--- config.mk ---
export PLATFORM = sky130hd
export DESIGN_NAME = sbus_arbiter
export DESIGN_NICKNAME = d
export VERILOG_FILES = /design/src/rtl/sbus_arbiter.sv
export SDC_FILE = /design/constraint.sdc
export NUM_CORES = 1
export LEC_CHECK = 0
export ABC_AREA = 1
export BUFFER_PORTS_ARGS = -buffer_cell sky130_fd_sc_hd__clkbuf_2
export CAP_MARGIN = 20
export CORE_AREA = 2 2 157 159
export DETAILED_ROUTE_END_ITERATION = 6
export DIE_AREA = 0 0 159 161
export GPL_TIMING_DRIVEN = 0
export SYNTH_ARGS = -nofsm -noshare
export SYNTH_HDL_FRONTEND = slang
export SYNTH_SLANG_ARGS = --single-unit
--- constraint.sdc ---
create_clock -name clk -period 2.45 [get_ports clk]
set_input_delay 0.245 -clock clk [delete_from_list [all_inputs] [get_ports clk]]
set_output_delay 0.245 -clock clk [all_outputs]
set_load 0.1 [all_outputs]
--- src/rtl/sbus_arbiter.sv ---
// sbus_arbiter: merges the data-side (dbus) and instruction-side (ibus) masters
// onto a single sbus slave. Holds a grant while the slave stalls, steers read
// data and address errors back to the owning master, and forces ibus priority
// after STARVE_LIMIT consecutive lost cycles.
// Optional build macro SBUS_ARB_STATS_EN adds saturating grant/conflict counters.
module sbus_arbiter #(
  parameter int STARVE_LIMIT = 4
) (
  input  logic        clk,
  input  logic        rst,
  // data-side master
  input  logic        dbus_en,
  input  logic        dbus_we,
  input  logic [1:0]  dbus_size,
  input  logic [31:0] dbus_addr,
  input  logic [31:0] dbus_data_w,
  output logic [31:0] dbus_data_r,
  output logic        dbus_stall,
  // instruction-side master
  input  logic        ibus_en,
  input  logic        ibus_we,
  input  logic [1:0]  ibus_size,
  input  logic [31:0] ibus_addr,
  input  logic [31:0] ibus_data_w,
  output logic [31:0] ibus_data_r,
  output logic        ibus_stall,
  // downstream slave
  output logic        sbus_o_en,
  output logic        sbus_o_we,
  output logic [1:0]  sbus_o_size,
  output logic [31:0] sbus_o_addr,
  output logic [31:0] sbus_o_data_w,
  input  logic [31:0] sbus_o_data_r,
  input  logic        sbus_o_stall,
  // address errors
  input  logic        s_error_adel,
  input  logic        s_error_ades,
  input  logic [31:0] s_error_addr,
  output logic        d_error_adel,
  output logic        d_error_ades,
  output logic [31:0] d_error_addr,
  output logic        i_error_adel,
  output logic        i_error_ades,
  output logic [31:0] i_error_addr
`ifdef SBUS_ARB_STATS_EN
  ,
  output logic [31:0] stat_dgrant,
  output logic [31:0] stat_igrant,
  output logic [31:0] stat_conflict
`endif
);

  typedef enum logic [1:0] {IDLE = 2'd0, LOCK_D = 2'd1, LOCK_I = 2'd2} state_t;
  typedef enum logic [1:0] {OWN_NONE = 2'd0, OWN_D = 2'd1, OWN_I = 2'd2} owner_t;

  localparam logic [3:0] LIMIT_C = 4'(STARVE_LIMIT);

  state_t      state_r, state_nxt_s;
  owner_t      grant_s, owner_r, owner_nxt_s;
  logic [3:0]  starve_cnt_r, starve_nxt_s;
  logic        d_acc_s, i_acc_s;

  // Pick the current grant: locked master, else dbus unless ibus is starving.
  always_comb begin
    grant_s = OWN_NONE;
    if (rst) begin
      grant_s = OWN_NONE;
    end else begin
      case (state_r)
        LOCK_D: grant_s = OWN_D;
        LOCK_I: grant_s = OWN_I;
        IDLE: begin
          if (dbus_en && !(ibus_en && (starve_cnt_r == LIMIT_C))) begin
            grant_s = OWN_D;
          end else if (ibus_en) begin
            grant_s = OWN_I;
          end else begin
            grant_s = OWN_NONE;
          end
        end
        default: grant_s = OWN_NONE;
      endcase
    end
  end

  // Drive the slave from the granted master; stall losers; gate errors by grant.
  always_comb begin
    sbus_o_en     = 1'b0;
    sbus_o_we     = 1'b0;
    sbus_o_size   = 2'd0;
    sbus_o_addr   = 32'h0;
    sbus_o_data_w = 32'h0;
    dbus_stall    = 1'b0;
    ibus_stall    = 1'b0;
    d_error_adel  = 1'b0;
    d_error_ades  = 1'b0;
    i_error_adel  = 1'b0;
    i_error_ades  = 1'b0;
    if (rst) begin
      sbus_o_en = 1'b0;
    end else begin
      case (grant_s)
        OWN_D: begin
          sbus_o_en     = dbus_en;
          sbus_o_we     = dbus_we;
          sbus_o_size   = dbus_size;
          sbus_o_addr   = dbus_addr;
          sbus_o_data_w = dbus_data_w;
        end
        OWN_I: begin
          sbus_o_en     = ibus_en;
          sbus_o_we     = ibus_we;
          sbus_o_size   = ibus_size;
          sbus_o_addr   = ibus_addr;
          sbus_o_data_w = ibus_data_w;
        end
        default: sbus_o_en = 1'b0;
      endcase
      dbus_stall   = dbus_en & ((grant_s == OWN_D) ? sbus_o_stall : 1'b1);
      ibus_stall   = ibus_en & ((grant_s == OWN_I) ? sbus_o_stall : 1'b1);
      d_error_adel = s_error_adel & (grant_s == OWN_D);
      d_error_ades = s_error_ades & (grant_s == OWN_D);
      i_error_adel = s_error_adel & (grant_s == OWN_I);
      i_error_ades = s_error_ades & (grant_s == OWN_I);
    end
  end

  assign d_error_addr = s_error_addr;
  assign i_error_addr = s_error_addr;
  assign d_acc_s      = dbus_en & ~dbus_stall;
  assign i_acc_s      = ibus_en & ~ibus_stall;

  // Next grant state, starvation count and response owner.
  always_comb begin
    state_nxt_s  = IDLE;
    starve_nxt_s = starve_cnt_r;
    owner_nxt_s  = OWN_NONE;
    case (state_r)
      IDLE: begin
        if ((grant_s == OWN_D) && sbus_o_stall) begin
          state_nxt_s = LOCK_D;
        end else if ((grant_s == OWN_I) && sbus_o_stall) begin
          state_nxt_s = LOCK_I;
        end else begin
          state_nxt_s = IDLE;
        end
      end
      LOCK_D:  state_nxt_s = sbus_o_stall ? LOCK_D : IDLE;
      LOCK_I:  state_nxt_s = sbus_o_stall ? LOCK_I : IDLE;
      default: state_nxt_s = IDLE;
    endcase
    if (i_acc_s) begin
      starve_nxt_s = 4'd0;
    end else if (ibus_en && (starve_cnt_r < LIMIT_C)) begin
      starve_nxt_s = starve_cnt_r + 4'd1;
    end else begin
      starve_nxt_s = starve_cnt_r;
    end
    if (d_acc_s) begin
      owner_nxt_s = OWN_D;
    end else if (i_acc_s) begin
      owner_nxt_s = OWN_I;
    end else begin
      owner_nxt_s = OWN_NONE;
    end
  end

  // State registers; reset aborts any lock and drops an in-flight read.
  always_ff @(posedge clk) begin
    if (rst) begin
      state_r      <= IDLE;
      starve_cnt_r <= 4'd0;
      owner_r      <= OWN_NONE;
    end else begin
      state_r      <= state_nxt_s;
      starve_cnt_r <= starve_nxt_s;
      owner_r      <= owner_nxt_s;
    end
  end

  // Return read data to the owner of the previous cycle's acceptance only.
  always_comb begin
    dbus_data_r = 32'h0;
    ibus_data_r = 32'h0;
    if (rst) begin
      dbus_data_r = 32'h0;
    end else begin
      dbus_data_r = (owner_r == OWN_D) ? sbus_o_data_r : 32'h0;
      ibus_data_r = (owner_r == OWN_I) ? sbus_o_data_r : 32'h0;
    end
  end

`ifdef SBUS_ARB_STATS_EN
  // Saturating grant and conflict counters.
  always_ff @(posedge clk) begin
    if (rst) begin
      stat_dgrant   <= 32'h0;
      stat_igrant   <= 32'h0;
      stat_conflict <= 32'h0;
    end else begin
      if (d_acc_s && (stat_dgrant != 32'hFFFF_FFFF)) begin
        stat_dgrant <= stat_dgrant + 32'd1;
      end
      if (i_acc_s && (stat_igrant != 32'hFFFF_FFFF)) begin
        stat_igrant <= stat_igrant + 32'd1;
      end
      if (dbus_en && ibus_en && (stat_conflict != 32'hFFFF_FFFF)) begin
        stat_conflict <= stat_conflict + 32'd1;
      end
    end
  end
`endif

endmodule
==> results.txt <==
Between clock sinks in the finished design, the worst skew comes to 2.178 ps. The first global-routing pass estimated 24300 um of wire. The count of pins on the block boundary was 407.

After clock tree synthesis, the clock-pin slew on the worst setup and hold paths is 40 ps. Class of the worst hold path: in2reg. TritonCTS built the clock tree. Worst setup margin: -194.5 ps. Once layout is complete, the utilization of the core stands at 32.31%. The logs give 320 ps for the minimum setup slack among reg-to-reg paths and 6.9% for the sequential cell fraction of total power. For this configuration, the core starts out at a cell density of 10.38%. Headroom to the max-slew limit came out at 35.63%. Derived from the worst setup path, the maximum achievable clock frequency is 378.1 MHz. OpenSTA, run right after detailed placement, puts the worst setup slack at -444.7 ps.

The flow ran to the end, but the final reports show violations. The detailed-route wire length per cell was 14.01 um. Net switching is 57.17% of the power. After layout, the minimum clock period comes to 2645 ps. The analysis attributes to cell leakage a power of 3.441 nW. The number of hold buffers added after CTS was 0.

The net total in the final layout is 1081. Data on the critical path is required at its endpoint by 2200 ps. The area growth from synthesis to layout came out at 211.3%.

In the routed layout, each cell is associated on average with a via count of 3.805. Registers take 162.7 um^2. The final reports fail on negative setup slack.

Per report_power, the combinational group accounts for 79.5% of the total. The summed negative setup slack over all endpoints came out at -9795 ps. Yosys printed 0 warnings. Global routing consumed, over all layers together, 11.93% of the routing resources. The count of final max-slew check failures is 0, and the per-instance average area after synthesis is 5.270 um^2. The number of buffers on the longest clock path was 2.

For the count of standard-cell rows, the log shows 57. Hold violation count in the final report: 0. Total power for the finished layout comes to 2.018 mW.

The placed instance count came out at 1169. Summed over all nets, the switching power comes to 1.154 mW. The number of antenna violations at the first check in global routing was 0. The number of global-route vias before repair was 4588; the footprint of the multi-input gates was 2427 um^2.

Routability-driven placement finished with a final weighted congestion of 0.7885. The critical-path maximum fanout came out at 7. Entering global routing, the biggest net connects 11 pins. The run gives 16730 um as the final wirelength. At the later pin of the worst-skew pair, clock insertion delay measures 230 ps. At the worst endpoint, the arrival time is 2400 ps.

After synthesis the cells add up to 2487 um^2. The worst setup path is launched from a flip-flop. For the residual DRC count, the log shows 0. The run gives 0 as the number of violations of the max-capacitance limit. Internal power comes to 0.8642 mW. Slew at the pin with the worst max-slew slack: 965.6 ps. Total number of H-tree levels: 1.

Input and output buffers added on the ports amount to 373. The post-synthesis sequential area ratio is 6.439%. Synthesis inferred 8 register bits. Clock tree synthesis selected as its root buffer the cell sky130_fd_sc_hd__clkbuf_16. After technology mapping, the gate count stands at 472. The repair_antennas step left the layout with diodes totalling 0. For this design the ratio of total power to cell area is 260.6 nW/um^2. The placed instances occupy a cell area of 5798 um^2. For the fill cell instance count of the final layout, the log shows 2444.

The die is 161 um tall. Of the total power, the clock network draws 13.6%. For this block, the initial DRC count from the detailed router was 171. The critical path in this run is classified as reg2out. Share of the clock period used by the worst path: 107.9%. Counting the buffers created by CTS gives 3. The total area inside the core boundary comes to 23960 um^2. The remaining global-route overflow is 0, and the number of routed nets with antenna violations is 0. The die width is 159 um. Yosys mapped the design onto 19 distinct sky130hd cell types.

Setup repair after global routing could not meet its margin everywhere. The synthesized netlist net count was 681. The routed layout has 4543 vias. The number of non-filler instances in the completed layout is 1194, and the setup-violating endpoint count in the final report is 67. The run gives 234.2 ps as the worst hold slack. The worst supply voltage drop on vdd is 0.0001456 V, and the total half-perimeter wirelength after legalization and detailed placement is 13100 um.

The run gives 5 as the length of the first detailed-routing pass in iterations. STA classifies the critical path endpoint as an output port. With fillers left out, the area of the finished cells amounts to 7742 um^2. Cells with a size suffix above 1 make up 69.77% of the layout. The tree built by TritonCTS fans out to 8 sinks.

The floorplan step defined a die boundary enclosing 25600 um^2.
placed cells by master (no fill, tap or decap), types with 2 or more instances in the layout:
cell                          n
sky130_fd_sc_hd__clkbuf_16   80
sky130_fd_sc_hd__buf_6        5
sky130_fd_sc_hd__dfxtp_1      6
sky130_fd_sc_hd__a21oi_4     69
sky130_fd_sc_hd__buf_12       7
sky130_fd_sc_hd__nor3_1      34
sky130_fd_sc_hd__a21oi_2      2
sky130_fd_sc_hd__clkbuf_2   305
sky130_fd_sc_hd__inv_1       47
sky130_fd_sc_hd__clkbuf_4     4
sky130_fd_sc_hd__inv_2        2
sky130_fd_sc_hd__clkbuf_8     2
sky130_fd_sc_hd__buf_16       3
sky130_fd_sc_hd__nor3_2      32
sky130_fd_sc_hd__nor3_4       4
sky130_fd_sc_hd__dfxtp_2      2
sky130_fd_sc_hd__nand2_1    146
sky130_fd_sc_hd__nor2_1       6
sky130_fd_sc_hd__buf_8        4
sky130_fd_sc_hd__ha_1         2
sky130_fd_sc_hd__buf_1        2
sky130_fd_sc_hd__clkbuf_1    12
sky130_fd_sc_hd__buf_4       77
sky130_fd_sc_hd__a21oi_1      4
synthesized netlist by cell type:
cell type / instances / area [um^2]
sky130_fd_sc_hd__nand2_1: 147 / 551.8
sky130_fd_sc_hd__nor3_1: 70 / 350.3
sky130_fd_sc_hd__buf_4: 64 / 480.5
sky130_fd_sc_hd__a21oi_1: 55 / 275.3
sky130_fd_sc_hd__inv_1: 50 / 187.7
sky130_fd_sc_hd__clkbuf_1: 30 / 112.6
sky130_fd_sc_hd__a21oi_2: 20 / 175.2
sky130_fd_sc_hd__dfxtp_1: 8 / 160.2
sky130_fd_sc_hd__nor2_1: 6 / 22.52
sky130_fd_sc_hd__buf_6: 4 / 45.04
sky130_fd_sc_hd__ha_1: 4 / 50.05
sky130_fd_sc_hd__buf_2: 3 / 15.01
sky130_fd_sc_hd__o21ai_0: 3 / 15.01
sky130_fd_sc_hd__a211oi_1: 2 / 15.01
sky130_fd_sc_hd__buf_1: 2 / 7.510
sky130_fd_sc_hd__nand3_1: 1 / 5.000
sky130_fd_sc_hd__nor4_1: 1 / 6.260
sky130_fd_sc_hd__or2_1: 1 / 6.260
sky130_fd_sc_hd__or2_2: 1 / 6.260
state kept, by name, indices dropped and copies added, names as in the netlist:
register,flops
owner_r,2
state_r,2
starve_cnt_r,4
per-layer routing:
layer / vias to the layer above / GRT usage (%) / part of all wire (%)
li1: 2229 / - / -
met1: 2035 / 12.26 / 35
met2: 258 / 23.72 / 54
met3: 21 / 2.594 / 8.1
met4: 0 / 4.008 / 2.8
met5: - / 0 / 0
kinds of logic after synthesis:
group                      count (synthesis)  share of synthesized area (%)
and+or+nand+nor                          227                          38.13
DFF                                        8                          6.438
adders and majority gates                  4                          2.012
buffers and inverters                    153                          34.10
AOI/OAI and AO/OA                         80                          19.32
power by group through the flow:
stage / registers [mW] / clock network [mW] / logic [mW]
6_report: 0.139 / 0.274 / 1.60
5_1_grt: 0.139 / 0.283 / 1.67
4_1_cts: 0.138 / 0.279 / 1.58
3_5_place_dp: 0.141 / 0 / 1.38
3_3_place_gp: 0.141 / 0 / 1.37
2_1_floorplan: 0.140 / 0 / 1.08
area by class of cell:
class	count	share of cell area, %
clock buffer	3	0.9696
sequential	8	2.101
inverter	50	2.473
timing repair buffer	396	46.77
tap	324	5.236
multi-input combinational	311	31.35
buffer	102	11.10
path summary, 6_finish.rpt:
path                                                    from                           end  cells after the start
worst max-delay path            starve_cnt_r[0]$_SDFFE_PP0P_               sbus_o_addr[20]                     12
worst max register to register  starve_cnt_r[0]$_SDFFE_PP0P_  starve_cnt_r[0]$_SDFFE_PP0P_                     12
worst min-delay path                            sbus_o_stall         owner_r[0]$_SDFF_PP0_                      2
worst min register to register  starve_cnt_r[3]$_SDFFE_PP0P_  starve_cnt_r[3]$_SDFFE_PP0P_                      2
worst max-delay path: stages, from the launching register on:
cell                        delay [ps]
sky130_fd_sc_hd__dfxtp_2           330
sky130_fd_sc_hd__inv_2              50
sky130_fd_sc_hd__ha_4              160
sky130_fd_sc_hd__nand2_2            70
sky130_fd_sc_hd__o21ai_2            60
sky130_fd_sc_hd__a21oi_2           150
sky130_fd_sc_hd__ha_2              290
sky130_fd_sc_hd__or2_4             230
sky130_fd_sc_hd__buf_12            150
sky130_fd_sc_hd__buf_12            150
sky130_fd_sc_hd__clkbuf_16         170
sky130_fd_sc_hd__a21oi_4           130
sky130_fd_sc_hd__clkbuf_16         220
repair_timing:
item	4_1_cts	5_1_grt
pin swaps	3	5
gates resized for setup	258	20
hold endpoints to repair	0	0
endpoints found under the setup margin	74	74
cloned	4	2
buffers inserted	14	4
(Power assumes the default switching activity.)
